<file path="src/rtl/load_issue_unit.sv">
// Load issue unit: pops load entries from the load FIFO, issues one memory read at a time
// and hands the returned word to register writeback with its destination tag.
module load_issue_unit #(
  parameter int unsigned WORD_SIZE = 22,
  parameter int unsigned TAG_W     = 6,
  parameter int unsigned ADDR_W    = 16,
  parameter int unsigned DATA_W    = 32,
  parameter int unsigned TIMEOUT   = 255
) (
  input  logic                 clk,
  input  logic                 reset,
  // Load FIFO read side
  input  logic                 fifo_empty_i,
  output logic                 fifo_rd_en_o,
  input  logic [WORD_SIZE-1:0] fifo_data_i,
  // Data-memory read port
  output logic                 mem_req_o,
  output logic [ADDR_W-1:0]    mem_addr_o,
  input  logic                 mem_ack_i,
  input  logic [DATA_W-1:0]    mem_rdata_i,
  // Register writeback
  output logic                 wb_valid_o,
  input  logic                 wb_ready_i,
  output logic [TAG_W-1:0]     wb_tag_o,
  output logic [DATA_W-1:0]    wb_data_o,
  // Status
  output logic                 busy_o,
  output logic                 timeout_err_o,
  output logic [15:0]          loads_done_o
);

  // Counter value after which one more un-acked cycle means the request has timed out.
  localparam logic [7:0] TimeoutLast = 8'(TIMEOUT - 1);

  typedef enum logic [2:0] {
    StIdle,
    StPop,
    StCapture,
    StReq,
    StWb
  } state_e;

  state_e              state_q, state_d;
  logic                fifo_rd_en_q, fifo_rd_en_d;
  logic                mem_req_q, mem_req_d;
  logic [ADDR_W-1:0]   mem_addr_q, mem_addr_d;
  logic                wb_valid_q, wb_valid_d;
  logic [TAG_W-1:0]    wb_tag_q, wb_tag_d;
  logic [DATA_W-1:0]   wb_data_q, wb_data_d;
  logic                busy_q, busy_d;
  logic                timeout_err_q, timeout_err_d;
  logic [15:0]         loads_done_q, loads_done_d;
  logic [TAG_W-1:0]    tag_q, tag_d;
  logic [7:0]          cnt_q, cnt_d;

  always_comb begin
    state_d       = state_q;
    fifo_rd_en_d  = 1'b0;
    mem_req_d     = mem_req_q;
    mem_addr_d    = mem_addr_q;
    wb_valid_d    = wb_valid_q;
    wb_tag_d      = wb_tag_q;
    wb_data_d     = wb_data_q;
    timeout_err_d = timeout_err_q;
    loads_done_d  = loads_done_q;
    tag_d         = tag_q;
    cnt_d         = cnt_q;

    unique case (state_q)
      StIdle: begin
        if (!fifo_empty_i) begin
          state_d      = StPop;
          fifo_rd_en_d = 1'b1;
        end
      end

      StPop: begin
        state_d = StCapture;
      end

      // FIFO read data is valid here, one cycle after it sampled the read enable.
      StCapture: begin
        tag_d      = fifo_data_i[WORD_SIZE-1:ADDR_W];
        mem_addr_d = fifo_data_i[ADDR_W-1:0];
        mem_req_d  = 1'b1;
        cnt_d      = 8'd0;
        state_d    = StReq;
      end

      // An ack on the final allowed cycle still wins over the timeout.
      StReq: begin
        if (mem_ack_i) begin
          mem_req_d  = 1'b0;
          wb_valid_d = 1'b1;
          wb_tag_d   = tag_q;
          wb_data_d  = mem_rdata_i;
          state_d    = StWb;
        end else begin
          cnt_d = cnt_q + 8'd1;
          if (cnt_q == TimeoutLast) begin
            mem_req_d     = 1'b0;
            timeout_err_d = 1'b1;
            state_d       = StIdle;
          end
        end
      end

      StWb: begin
        if (wb_ready_i) begin
          wb_valid_d   = 1'b0;
          loads_done_d = loads_done_q + 16'd1;
          state_d      = StIdle;
        end
      end

      default: begin
        state_d = StIdle;
      end
    endcase

    busy_d = (state_d != StIdle);
  end

  always_ff @(posedge clk) begin
    if (reset) begin
      state_q       <= StIdle;
      fifo_rd_en_q  <= 1'b0;
      mem_req_q     <= 1'b0;
      mem_addr_q    <= '0;
      wb_valid_q    <= 1'b0;
      wb_tag_q      <= '0;
      wb_data_q     <= '0;
      busy_q        <= 1'b0;
      timeout_err_q <= 1'b0;
      loads_done_q  <= 16'd0;
      tag_q         <= '0;
      cnt_q         <= 8'd0;
    end else begin
      state_q       <= state_d;
      fifo_rd_en_q  <= fifo_rd_en_d;
      mem_req_q     <= mem_req_d;
      mem_addr_q    <= mem_addr_d;
      wb_valid_q    <= wb_valid_d;
      wb_tag_q      <= wb_tag_d;
      wb_data_q     <= wb_data_d;
      busy_q        <= busy_d;
      timeout_err_q <= timeout_err_d;
      loads_done_q  <= loads_done_d;
      tag_q         <= tag_d;
      cnt_q         <= cnt_d;
    end
  end

  assign fifo_rd_en_o  = fifo_rd_en_q;
  assign mem_req_o     = mem_req_q;
  assign mem_addr_o    = mem_addr_q;
  assign wb_valid_o    = wb_valid_q;
  assign wb_tag_o      = wb_tag_q;
  assign wb_data_o     = wb_data_q;
  assign busy_o        = busy_q;
  assign timeout_err_o = timeout_err_q;
  assign loads_done_o  = loads_done_q;

endmodule

</file>
<file path="config.mk">
export PLATFORM = sky130hd
export DESIGN_NAME = load_issue_unit
export DESIGN_NICKNAME = d
export VERILOG_FILES = /design/src/rtl/load_issue_unit.sv
export SDC_FILE = /design/constraint.sdc
export NUM_CORES = 1
export LEC_CHECK = 0
export BUFFER_PORTS_ARGS = -buffer_cell sky130_fd_sc_hd__buf_4
export CAP_MARGIN = 20
export CORE_MARGIN = 1
export CORE_UTILIZATION = 32
export CTS_CLUSTER_SIZE = 16
export DETAILED_ROUTE_END_ITERATION = 12
export PLACE_DENSITY = 0.61
export REMOVE_ABC_BUFFERS = 1
export SLEW_MARGIN = 0
export SYNTH_ARGS = -nofsm -noshare
export SYNTH_HDL_FRONTEND = slang
export SYNTH_SLANG_ARGS = --single-unit
</file>
<file path="constraint.sdc">
create_clock -name clk -period 5.3 [get_ports clk]
set_clock_uncertainty 0.15 [all_clocks]
set_input_delay 1.06 -clock clk [delete_from_list [all_inputs] [get_ports clk]]
set_output_delay 1.06 -clock clk [all_outputs]
set_load 0.02 [all_outputs]
</file>
==> impl_metrics.yaml <==
status:
  status: "completed"
final_layout:
  multi_input_area_sq_um: 1549
  fillers: 1032
  final_nets: 613
  drive_gt1_share_pct: 28.65
  seq_area_sq_um: 1842
  flow.area_growth_from_synthesis_pct: 37.05
  antenna_cells_inserted: 0
clock_tree:
  cts_inserted_buffers: 9
  htreeDepth: 3
  clk_pin_slew_worst_paths_ps: 90
  hold_buffers: 0
  cts_tree: "yes"
  ctsResizeCount: 0
  clk_path_buf_depth: 2
  clock_latency_ps: 350
  clock-sinks: 92
  cts-root-buf: "clkbuf_8"
  cts_setup_buffers: 0
power_and_ir_drop:
  swShare_pct: 23.99
  cellLeakagePower_uw: 0.001933
  ir_drop_v: 0.0001446
  p_int_uw: 1047
  powerDensity_nw_per_um2: 285.9
  p_seq_share_pct: 52.4
  p_clk_share_pct: 38.1
  p_sw_uw: 330.4
  p_comb_share_pct: 9.5
synthesis:
  yosysMostFrequentCell: "nand2_1"
  synth.area.top_cells: "dfxtp_1 52%, nand2_1 14%, a21oi_1 10%"
  ys_types: 39
  yosys.area.top_type: "dfxtp_1"
  synth_edf_count: 0
  yosys_register_bits: 92
  synth_common_cells: "134 x nand2_1, 92 x dfxtp_1, 72 x a21oi_1"
  avgSynthCellArea_sq_um: 8.157
  netlist.area_leader.share_pct: 52.38
  synthArstFlopShare_pct: 0
  yosys_warnings: 0
  synthFlopType: "dfxtp_1"
  syn_inst: 431
  syn_area_sq_um: 3516
  yosysSeqAreaShare_pct: 52.38
routing:
  vias: 3242
  drt_wl_total_um: 8897
  drc_errors: 0
  dr.pass1.iters: 4
  drtAntennaViolNets: 0
  wire_per_inst_um: 12.88
  drt_iter0_drc: 213
  via_per_inst: 4.692
global_route:
  grt.total_usage_pct: 15.37
  grt_antenna_before_repair: 0
  grt_overflow: 0
  grt_max_degree: 87
  grt_pass1_vias: 2964
  grt_pass1_wl_um: 13890
floorplanning:
  die_x_um: 106.8
  die_h_um: 106.8
  rows: 37
  initial_core_util_pct: 33.46
  ioPinCount: 134
  die_area_sq_um: 11410
  core_sq_um: 10510
sta:
  finalHoldViolations: 0
  setup_viol: 0
  finalCritPeriodShare_pct: 42.32
  worst_pin_slew_ps: 932.3
  rsz0062_at_grt: "false"
  finalMaxSlewViolations: 0
  slew_headroom_pct: 37.85
  finalSetupTns_ps: 0
  period_minus_slack_ps: 2243
  whs_ps: 305.9
  clock.fmax_ghz: 0.4458
placement:
  io_buffers: 133
  gp_congestion: 0.7419
  hpwl_um: 6079
worst_setup_path:
  critPathKind: "register to register"
  critPathRequiredTime_ps: 5390
  rrSetupSlack_ps: 3060
  crit_fanout: 26
  start_kind: "register"
  cp-end-kind: "register"
  cp.arrival_ps: 2330
min_path:
  hold_path.class: "register to register"
flow_run:
  drv_cap: 0
state kept, by name, summed over array words and instances, names as in the netlist:
register	cells
busy_o	1
cnt_q	8
fifo_rd_en_o	1
loads_done_o	16
mem_addr_o	16
mem_req_o	1
state_q	3
tag_q	6
timeout_err_o	1
wb_data_o	32
wb_tag_o	6
wb_valid_o	1
final timing paths:
check	from	end	cells after the start
setup / recovery	state_q[1]$_SDFF_PP0_	cnt_q[7]$_SDFFE_PP0P_	4
hold reg to reg	wb_tag_o[0]$_SDFFE_PP0P_	wb_tag_o[0]$_SDFFE_PP0P_	2
setup reg to reg	state_q[1]$_SDFF_PP0_	cnt_q[7]$_SDFFE_PP0P_	4
hold / removal	wb_tag_o[0]$_SDFFE_PP0P_	wb_tag_o[0]$_SDFFE_PP0P_	2
stage by stage:
| stage | cell area [sq um] | worst slack [ps] | total power [uW] | utilization, % | std cells |
|---|---|---|---|---|---|
| 6_report | 4818 | 3057 | 1378 | 45.85 | 691 |
| 3_3_place_gp | 4597 | 2727 | 867.9 | 43.74 | 676 |
| 3_5_place_dp | 4597 | 2717 | 870.3 | 43.74 | 676 |
| 2_1_floorplan | 3401 | 2836 | 789.7 | - | 404 |
| 5_1_grt | 4818 | 2946 | 1440 | 45.85 | 691 |
| 4_1_cts | 4818 | 3073 | 1397 | 45.85 | 691 |
power groups by stage:
stage                     Clock [uW]  Combinational (uW)  Sequential (uW)
after global routing             573                 143              724
after detailed placement           0                 133              737
after global placement             0                 131              737
after CTS                        543                 133              722
final                            525                 131              722
after floorplan                    0                38.8              751
layout by cell type, fill, tap and decap left out, types with 2 or more instances in the layout:
cell type   Yosys  final
nor2_1         27     27
nand4_1         5      5
nor2b_1         2      2
nand4bb_1       2      2
a31oi_1         2      2
xor2_1          8      8
or3_1           4      4
and4bb_2        2      2
ha_1            3      3
xnor2_1         7      7
nand2_1       134    134
nor3_1          3      3
clkbuf_8        0     10
nand3_1         9      9
dfxtp_1        92     92
buf_4           2    136
o21ai_0         6      6
and4_1          2      2
inv_1           4      4
a21oi_1        72     72
bufinv_16       0      2
and3_1          3      3
clkinvlp_4      0      2
or2_2           2      2
critical path: stages, from the launching register on:
cell and delay (ps):
dfxtp_1 530, or3b_1 780, a2111oi_4 450, xnor2_1 150, nor2_1 60
cells by family after synthesis:
logic type | after synthesis | synth area share (%)
AOI/OAI and AO/OA | 86 | 13.35
xor gates and xnor gates | 15 | 3.737
adders and majority gates | 3 | 1.068
buffers and inverters | 31 | 3.701
DFF | 92 | 52.38
muxes | 1 | 0.3203
and+or+nand+nor | 203 | 25.44
layer usage:
metal / global-route usage, % / part of all wire (%) / vias up
met5: 0 / 0 / -
met1: 18.61 / 43 / 1468
met3: 5.167 / 7.7 / 11
met4: 4.403 / 1.3 / 0
met2: 25.81 / 48 / 102
li1: - / - / 1661
cell type report:
| class | count | area share, % |
|---|---|---|
| Clock inverter | 5 | 1.740 |
| Sequential cell | 92 | 38.22 |
| Timing Repair Buffer | 136 | 21.19 |
| Multi-Input combinational cell | 308 | 32.15 |
| Tap cell | 136 | 3.532 |
| Clock buffer | 10 | 2.856 |
| Inverter | 4 | 0.3116 |
No activity file was read; power rests on OpenSTA's default activity.
